`src/rtl/ascon_dom_pkg.sv`:
```
// Purpose: shared types and helpers for the DOM-masked ASCON permutation control.
// Latency: none; this package holds only types, constants and a combinational helper.
// Backpressure: not applicable.
package ascon_dom_pkg;

    localparam int MAX_ROUNDS = 12;

    // Round-constant command to the datapath.
    typedef enum logic [1:0] {
        RC_HOLD = 2'b00,
        RC_LOAD = 2'b01,
        RC_STEP = 2'b10
    } rcmode_t;

    typedef enum logic [2:0] {
        IDLE,
        LOAD,
        RWAIT,
        ROUND,
        DONE
    } perm_state_t;

    // A request of 0 rounds, or of more than a full p^a, means a full p^a.
    function automatic logic [3:0] nrounds_eff(input logic [3:0] n);
        if (n == 4'd0 || n > 4'(MAX_ROUNDS)) begin
            return 4'(MAX_ROUNDS);
        end
        return n;
    endfunction

endpackage

```
`src/rtl/ascon_round_timer.sv`:
```
// Purpose: phase counter for one DOM round, spanning RF_LAT cycles.
// Latency: flags are a decode of the registered phase; phase advances one step per cycle.
// Backpressure: none; it only counts while adv is high and returns to 0 on clr.
// Ports: clk/nRST clock and async active-low reset; clr forces phase 0;
//        adv steps the phase; last_ph marks phase RF_LAT-1; pre_last_ph marks RF_LAT-2.
module ascon_round_timer #(
    parameter int RF_LAT = 1
) (
    input  logic clk,
    input  logic nRST,
    input  logic clr,
    input  logic adv,
    output logic last_ph,
    output logic pre_last_ph
);

    localparam int PW = (RF_LAT > 1) ? $clog2(RF_LAT) : 1;

    logic [PW-1:0] phase;

    always_ff @(posedge clk or negedge nRST) begin
        if (!nRST) begin
            phase <= '0;
        end else if (clr) begin
            phase <= '0;
        end else if (adv) begin
            phase <= phase + PW'(1);
        end
    end

    assign last_ph = (phase == PW'(RF_LAT - 1));
    // With a single-stage round there is no cycle before the last one inside ROUND.
    assign pre_last_ph = (RF_LAT > 1) && (phase == PW'(RF_LAT - 2));

endmodule

```
`src/rtl/ascon_perm_ctrl_dom.sv`:
```
// Purpose: sequencer for the two-share DOM ASCON permutation (load, N masked rounds, done).
// Latency: 1 load cycle + nrounds_eff*(1+RF_LAT) cycles to done when randomness never stalls.
// Backpressure: each round waits in RWAIT until rand_valid; a stall adds cycles there only.
// Ports: start/nrounds request; rand_valid/rand_ready randomness handshake;
//        rcmode/constti/passthrough_en/state_sel/state_en drive datapath and share registers;
//        busy/done/round_cnt report progress.
module ascon_perm_ctrl_dom
    import ascon_dom_pkg::*;
#(
    parameter int RF_LAT = 1
) (
    input  logic       clk,
    input  logic       nRST,
    input  logic       start,
    input  logic [3:0] nrounds,
    input  logic       rand_valid,
    output logic       rand_ready,
    output rcmode_t    rcmode,
    output logic [3:0] constti,
    output logic       passthrough_en,
    output logic       state_sel,
    output logic       state_en,
    output logic       busy,
    output logic       done,
    output logic [3:0] round_cnt
);

    localparam bit ONE_STAGE = (RF_LAT == 1);

    perm_state_t state;
    logic [3:0]  nr_eff_q;
    logic [3:0]  nr_req_eff;
    logic        last_ph;
    logic        pre_last_ph;

    assign nr_req_eff = nrounds_eff(nrounds);

    // The PRNG word is consumed only while waiting for it.
    assign rand_ready = (state == RWAIT);

    ascon_round_timer #(
        .RF_LAT (RF_LAT)
    ) u_timer (
        .clk         (clk),
        .nRST        (nRST),
        .clr         (state != ROUND),
        .adv         ((state == ROUND) && !last_ph),
        .last_ph     (last_ph),
        .pre_last_ph (pre_last_ph)
    );

    // Outputs are registered, so the controls for the final round phase are set
    // on the edge that enters it: the transfer edge for a one-stage round, else
    // the edge leaving the second-to-last phase.
    always_ff @(posedge clk or negedge nRST) begin
        if (!nRST) begin
            state          <= IDLE;
            nr_eff_q       <= 4'(MAX_ROUNDS);
            rcmode         <= RC_HOLD;
            constti        <= 4'd0;
            passthrough_en <= 1'b0;
            state_sel      <= 1'b0;
            state_en       <= 1'b0;
            busy           <= 1'b0;
            done           <= 1'b0;
            round_cnt      <= 4'd0;
        end else begin
            rcmode         <= RC_HOLD;
            passthrough_en <= 1'b0;
            state_en       <= 1'b0;
            done           <= 1'b0;
            case (state)
                IDLE: begin
                    if (start) begin
                        state          <= LOAD;
                        nr_eff_q       <= nr_req_eff;
                        round_cnt      <= 4'd0;
                        busy           <= 1'b1;
                        rcmode         <= RC_LOAD;
                        constti        <= 4'(MAX_ROUNDS) - nr_req_eff;
                        passthrough_en <= 1'b1;
                        state_sel      <= 1'b0;
                        state_en       <= 1'b1;
                    end
                end
                LOAD: begin
                    state <= RWAIT;
                end
                RWAIT: begin
                    if (rand_valid) begin
                        state <= ROUND;
                        if (ONE_STAGE) begin
                            rcmode    <= RC_STEP;
                            state_sel <= 1'b1;
                            state_en  <= 1'b1;
                        end
                    end
                end
                ROUND: begin
                    if (last_ph) begin
                        round_cnt <= round_cnt + 4'd1;
                        if (round_cnt + 4'd1 == nr_eff_q) begin
                            state <= DONE;
                            busy  <= 1'b0;
                            done  <= 1'b1;
                        end else begin
                            state <= RWAIT;
                        end
                    end else if (pre_last_ph) begin
                        rcmode    <= RC_STEP;
                        state_sel <= 1'b1;
                        state_en  <= 1'b1;
                    end
                end
                DONE: begin
                    state <= IDLE;
                end
                default: begin
                    state <= IDLE;
                end
            endcase
        end
    end

endmodule

```
`config.mk`:
```
export PLATFORM = sky130hd
export DESIGN_NAME = ascon_perm_ctrl_dom
export DESIGN_NICKNAME = d
export VERILOG_FILES = /design/src/rtl/ascon_dom_pkg.sv /design/src/rtl/ascon_round_timer.sv /design/src/rtl/ascon_perm_ctrl_dom.sv
export SDC_FILE = /design/constraint.sdc
export NUM_CORES = 1
export LEC_CHECK = 0
export BUFFER_PORTS_ARGS = -buffer_cell sky130_fd_sc_hd__buf_2
export CAP_MARGIN = 20
export CORE_AREA = 2 2 49 51
export CTS_BUF_LIST = sky130_fd_sc_hd__clkbuf_16
export DETAILED_ROUTE_END_ITERATION = 6
export DIE_AREA = 0 0 51 53
export PLACE_DENSITY = 0.74
export SLEW_MARGIN = 15
export SYNTH_ARGS = -nofsm -noshare
export SYNTH_HDL_FRONTEND = slang
export SYNTH_HIERARCHICAL = 1
export SYNTH_SLANG_ARGS = --single-unit
```
`constraint.sdc`:
```
create_clock -name clk -period 1.87 [get_ports clk]
set_input_delay 0.187 -clock clk [delete_from_list [all_inputs] [get_ports clk]]
set_output_delay 0.187 -clock clk [all_outputs]
set_load 0.02 [all_outputs]
```
==> results.json, run 1 <==
{
  "fmax_ghz": 0.6505,
  "synth-main-ff-cell": "dfrtp_1",
  "multi_input_area_um2": 447.9,
  "fp-row-count": 17,
  "antenna_cells": 0,
  "outcome": "complete, no violations",
  "fp.dieH_um": 53,
  "cts_root_buf": "clkbuf_16",
  "clk_latency_ns": 0.26,
  "gp_congestion": 0.7763,
  "die_w_um": 51,
  "post_cts_buffers": 0,
  "netlist_area_mm2": 0.001025,
  "p_leak_nw": 0.6114,
  "detailed_place_hpwl_um": 1389,
  "yosysTopAreaCell": "dfrtp_1",
  "syn_nets": 111,
  "finalCritPeriodShare": 0.8221,
  "area_growth_syn_to_layout_pct": 20.02,
  "cap_violations": 0,
  "drive_gt1_frac": 0.2823,
  "synth_edf_count": 0,
  "h-tree-depth": 1,
  "end_kind": "flip-flop",
  "finalNetCount": 135,
  "grt_max_degree": 22,
  "power_density_mw_per_mm2": 1623,
  "finalSetupViolCount": 0,
  "wl_per_cell_um": 12.66,
  "area.sequential_um2": 528.0,
  "core_mm2": 0.002148,
  "place_area_mm2": 0.001140,
  "yosysTopAreaCellShare": 0.4640,
  "dr.pass1.iters": 4,
  "start_util": 0.4770,
  "netlist_instances": 101,
  "io_pins": 24,
  "synth_common_cells": "19 x dfrtp_1, 15 x nand2_1, 11 x nor2_1",
  "cts_made_buffers": 3,
  "synth.most_common_cell": "dfrtp_1",
  "min_period_ns": 1.537,
  "ys_seq_area_frac": 0.5153,
  "cts_buffer_depth": 2,
  "grt_usage": 0.1654,
  "avgSynthCellArea_um2": 10.15,
  "rsz0062_at_grt": "no",
  "setup_tns_ns": 0,
  "ir_drop_mv": 0.7434,
  "clk_pin_slew_ns": 0.06,
  "cts.sinks": 21,
  "crit_arrival_ns": 1.67,
  "synth_cell_types": 31,
  "hold_viol": 0,
  "path_class": "reg -> reg",
  "antenna_found_initial": 0,
  "final_area_mm2": 0.001230,
  "crit_path_max_fanout": 6,
  "grt_remaining_overflow": 0,
  "finalClockSkew_ns": 0.001711,
  "drc": 0,
  "post_drt_via_cell_ratio": 5.092,
  "synth_warnings": 6,
  "hp-class": "in -> reg",
  "cp-start-kind": "flip-flop",
  "num_vias": 774,
  "postRouteAntennaNets": 0,
  "port_buffers": 23,
  "async_reset_ff_frac": 1.000,
  "ys_seq_elements": 21,
  "required_ns": 2.01,
  "tritoncts": "built",
  "slew_violations": 0,
  "drt_iter0_markers": 15,
  "wirelength_um": 1925,
  "fillCellCount": 194,
  "grt_pass1_wl_um": 3160,
  "die_area_mm2": 0.002703,
  "grt_pass1_vias": 714,
  "synthTopCellsByArea": "dfrtp_1 46%, nand2_1 5.5%, dfstp_2 5.1%, xnor2_1 4.3%, nor2_1 4.0%"
}
final cells by class:
type	count	share of cell area
clock inverters	1	0.004069
clock buffers	3	0.06104
inverters	3	0.01119
multi-input cells	72	0.3642
flip-flops and latches	21	0.4293
repair buffers	24	0.1017
well taps	28	0.02848
state kept, by name (all words and copies together), names as in the netlist:
signal and flops:
busy 1, constti 4, done 1, nr_eff_q 3, rcmode 2, round_cnt 4
state 3, state_en 1, state_sel 1, u_timer/phase 1
report_power, final:
| part | internal [mW] | total [mW] | leakage [nW] | switching [mW] |
|---|---|---|---|---|
| Clock | 0.287 | 0.454 | 0.0409 | 0.167 |
| Sequential | 0.621 | 0.763 | 0.262 | 0.142 |
| Combinational | 0.299 | 0.780 | 0.309 | 0.480 |
| Total | 1.21 | 2.00 | 0.611 | 0.789 |
logic make-up after synthesis:
family	after synthesis	share of synthesized area
AOI/OAI and AO/OA	16	0.09768
xor gates and xnor gates	8	0.06838
adders and majority gates	2	0.02442
buffers and inverters	8	0.04762
DFF	21	0.5153
muxes	1	0.009768
other	1	0.003659
and+or+nand+nor	44	0.2332
per-layer routing:
| layer | vias to the layer above | global-route usage | share of wire |
|---|---|---|---|
| li1 | 391 | - | - |
| met1 | 362 | 0.1993 | 0.45 |
| met2 | 18 | 0.2749 | 0.49 |
| met3 | 3 | 0.04237 | 0.048 |
| met4 | 0 | 0.08108 | 0.017 |
| met5 | - | 0 | 0 |
worst max-delay path, stage by stage (launching register included):
cell and delay [ns]:
dfrtp_1 0.43, ha_1 0.36, xnor2_1 0.18, nand2_1 0.12, nor4_1 0.25, nor3_1 0.07
cell usage in the layout (no fill, tap or decap), drive strengths merged:
master / count
o21ai: 7
and4b: 1
nand3b: 3
nor3: 2
nand4b: 1
o31ai: 4
nor2b: 1
clkinv: 1
nor4: 3
dfstp: 2
nand2: 15
clkbuf: 3
inv: 3
nand3: 2
buf: 23
nand2b: 2
nor2: 13
dlygate4sd3: 1
xnor2: 5
o21a: 1
o22a: 2
conb: 1
mux2i: 1
a21oi: 2
or2: 1
ha: 2
dfrtp: 19
xor2: 3
through the flow:
stage	cells	power (mW)	hold slack, ns	setup WS, ns	utilization
finish	152	1.997	0.1632	0.3328	0.5725
global route	152	2.135	0.1859	0.2156	0.5725
CTS	152	2.020	0.1621	0.3086	0.5725
detailed placement	147	1.548	0.1665	0.3500	0.5306
global placement	147	1.512	0.1630	0.4604	0.5306
floorplan	101	1.344	-0.1086	0.3963	-
path summary, 6_finish.rpt:
kind	start	to	slack, ns	cells after the start
min reg2reg	constti[1]	constti[1]	0.48	2
max	round_cnt[0]	state[1]	0.33	5
max reg2reg	round_cnt[0]	state[1]	0.33	5
max in group asynchronous	nRST	nr_eff_q[2]	1.11	2
min	nrounds[3]	constti[3]	0.16	2
min in group asynchronous	nRST	state[2]	0.41	2
what timing repair did:
item	in CTS	in global routing
endpoints found under the hold margin	19	0
hold buffers	1	0
gates resized for setup	0	0
setup endpoints to repair	0	0
(Power assumes the default switching activity.)
==> run 2: changes to the inputs <==
--- a/config.mk
+++ b/config.mk
@@ -7,11 +7,11 @@
 export LEC_CHECK = 0
 export BUFFER_PORTS_ARGS = -buffer_cell sky130_fd_sc_hd__buf_2
 export CAP_MARGIN = 20
-export CORE_AREA = 2 2 49 51
+export CORE_AREA = 2 2 51 53
 export CTS_BUF_LIST = sky130_fd_sc_hd__clkbuf_16
 export DETAILED_ROUTE_END_ITERATION = 6
-export DIE_AREA = 0 0 51 53
-export PLACE_DENSITY = 0.74
+export DIE_AREA = 0 0 53 55
+export PLACE_DENSITY = 0.71
 export SLEW_MARGIN = 15
 export SYNTH_ARGS = -nofsm -noshare
 export SYNTH_HDL_FRONTEND = slang
==> constraint.sdc (replaced) <==
create_clock -name clk -period 1.34 [get_ports clk]
set_input_delay 0.134 -clock clk [delete_from_list [all_inputs] [get_ports clk]]
set_output_delay 0.134 -clock clk [all_outputs]
set_load 0.02 [all_outputs]
==> results.json, run 2 (same netlist as run 1, synthesis figures left out) <==
{
  "die_w_um": 53,
  "finalCritPeriodShare": 1.034,
  "crit_chain": "ha_4, xnor2_2, nand2_2, buf_4, nor4_4, nor3_1",
  "grt_usage": 0.1666,
  "core_mm2": 0.002365,
  "hold_viol": 0,
  "num_vias": 814,
  "fp.dieH_um": 55,
  "rr_worst_depth": 6,
  "reg2reg_to": "state[1]",
  "postRouteAntennaNets": 0,
  "crit_path_max_fanout": 4,
  "fp-row-count": 18,
  "crit_path_start": "round_cnt[1]",
  "grt_use_met1": 0.2007,
  "cp_top_family": "flip-flops",
  "cap_violations": 0,
  "grt_remaining_overflow": 0,
  "holdWs_ns": 0.1102,
  "cts.sinks": 21,
  "end_kind": "flip-flop",
  "crit_arrival_ns": 1.52,
  "slowest_stage": "dfrtp_2",
  "finalNonFillerCells": 161,
  "worstSetupPathDepth": 6,
  "use_met2": 0.2896,
  "antenna_cells": 0,
  "setup_slack_ns": -0.04607,
  "reg.largest.list": "constti: 4 flops, round_cnt: 4 flops",
  "critPathBufInv": 1,
  "start_util": 0.4333,
  "required_ns": 1.48,
  "finalNetCount": 142,
  "outcome": "finished, violations left",
  "tritoncts": "built",
  "finalClockSkew_ns": 0.003805,
  "worstSetupEndpoint": "state[1]",
  "drive_gt1_frac": 0.4198,
  "max_stage_delay_ns": 0.43,
  "ir_drop_mv": 1.138,
  "cts_made_buffers": 3,
  "io_pins": 24,
  "dp_cells": 153,
  "min_period_ns": 1.386,
  "rsz0062_at_grt": "yes",
  "wl_per_cell_um": 12.82,
  "grt_pass1_vias": 763,
  "setup_tns_ns": -0.06770,
  "grt_pass1_wl_um": 3387,
  "h-tree-depth": 1,
  "grt.busiest_layer": "met2",
  "finalSetupViolCount": 2,
  "cts_buffer_depth": 2,
  "r2r_slack_ns": -0.05,
  "clk_pin_slew_ns": 0.06,
  "fmax_ghz": 0.7215,
  "p_leak_nw": 0.6592,
  "port_buffers": 23,
  "slew_violations": 0,
  "detailed_place_hpwl_um": 1510,
  "drt_iter0_markers": 12,
  "clk_latency_ns": 0.25,
  "dr.pass1.iters": 4,
  "grt_use_met3": 0.04032,
  "layout_commonest_cell": "buf_2",
  "antenna_found_initial": 0,
  "wirelength_um": 2064,
  "area_growth_syn_to_layout_pct": 32.97,
  "power_density_mw_per_mm2": 2319,
  "gp_congestion": 0.7365,
  "violations": "negative setup slack",
  "path_class": "reg -> reg",
  "grt_max_degree": 22,
  "die_area_mm2": 0.002915,
  "drc": 0,
  "cp-start-kind": "flip-flop",
  "r2r-start": "round_cnt[1]",
  "post_drt_via_cell_ratio": 5.056,
  "final_cell_mix": "23 x buf_2, 14 x nand2_1, 14 x dfrtp_1",
  "hp-class": "in -> reg",
  "cts_root_buf": "clkbuf_16"
}
[run 2: cell types whose count changed in the layout (fill, tap and decap cells not counted), sizes merged]
cell / before / now
buf: 23 / 30
[run 2: how the worst min path moves through the flow]
stage	from	end	depth (start not counted)
detailed placement	nRST	round_cnt[2]	1
global placement	nRST	u_timer/phase	1
CTS	nrounds[3]	constti[3]	2
floorplan	nRST	busy	0
global route	nrounds[3]	constti[3]	2
finish	nrounds[3]	constti[3]	2
[run 2: per-stage QoR]
| step | util | instance area [um2] | setup WS (ns) | power (mW) |
|---|---|---|---|---|
| 2_1_floorplan | - | 1040 | 0.02443 | 1.904 |
| 3_3_place_gp | 0.5021 | 1187 | 0.03549 | 2.203 |
| 3_5_place_dp | 0.5021 | 1187 | -0.0006534 | 2.248 |
| 4_1_cts | 0.5407 | 1279 | 0.002366 | 2.881 |
| 5_1_grt | 0.5762 | 1363 | -0.1037 | 3.363 |
| 6_report | 0.5762 | 1363 | -0.04607 | 3.159 |
[run 2: repair_timing]
| item | 4_1_cts | 5_1_grt |
|---|---|---|
| setup endpoints to repair | 1 | 7 |
| gates resized for setup | 1 | 12 |
| hold buffers | 1 | 0 |
| pin swaps | 0 | 5 |
| buffers inserted | 0 | 3 |
| hold endpoints to repair | 19 | 0 |
[run 2: worst reg2reg max path: stages (launching register included)]
cell and delay (ns):
dfrtp_2 0.43, ha_4 0.28, xnor2_2 0.10, nand2_2 0.10, buf_4 0.16, nor4_4 0.13, nor3_1 0.06
[run 2: where the power goes]
part           internal (mW)  leakage (nW)  switching, mW  total [mW]
clock                  0.400        0.0409          0.224       0.625
sequential             0.878         0.256          0.204        1.08
combinational          0.618         0.362          0.834        1.45
[run 2: cell type report]
type | instances | area (um2)
flip-flops and latches | 21 | 534.3
clock buffers | 3 | 75.07
multi-input cells | 72 | 516.7
fillers | 210 | 1002
repair buffers | 31 | 177.7
inverters | 3 | 16.27
well taps | 30 | 37.54
clock inverters | 1 | 5.005
[run 2: layer usage]
metal,vias up,wire length [um]
met1,393,866
met5,-,0
li1,400,-
met4,0,25
met3,4,82
met2,17,1089
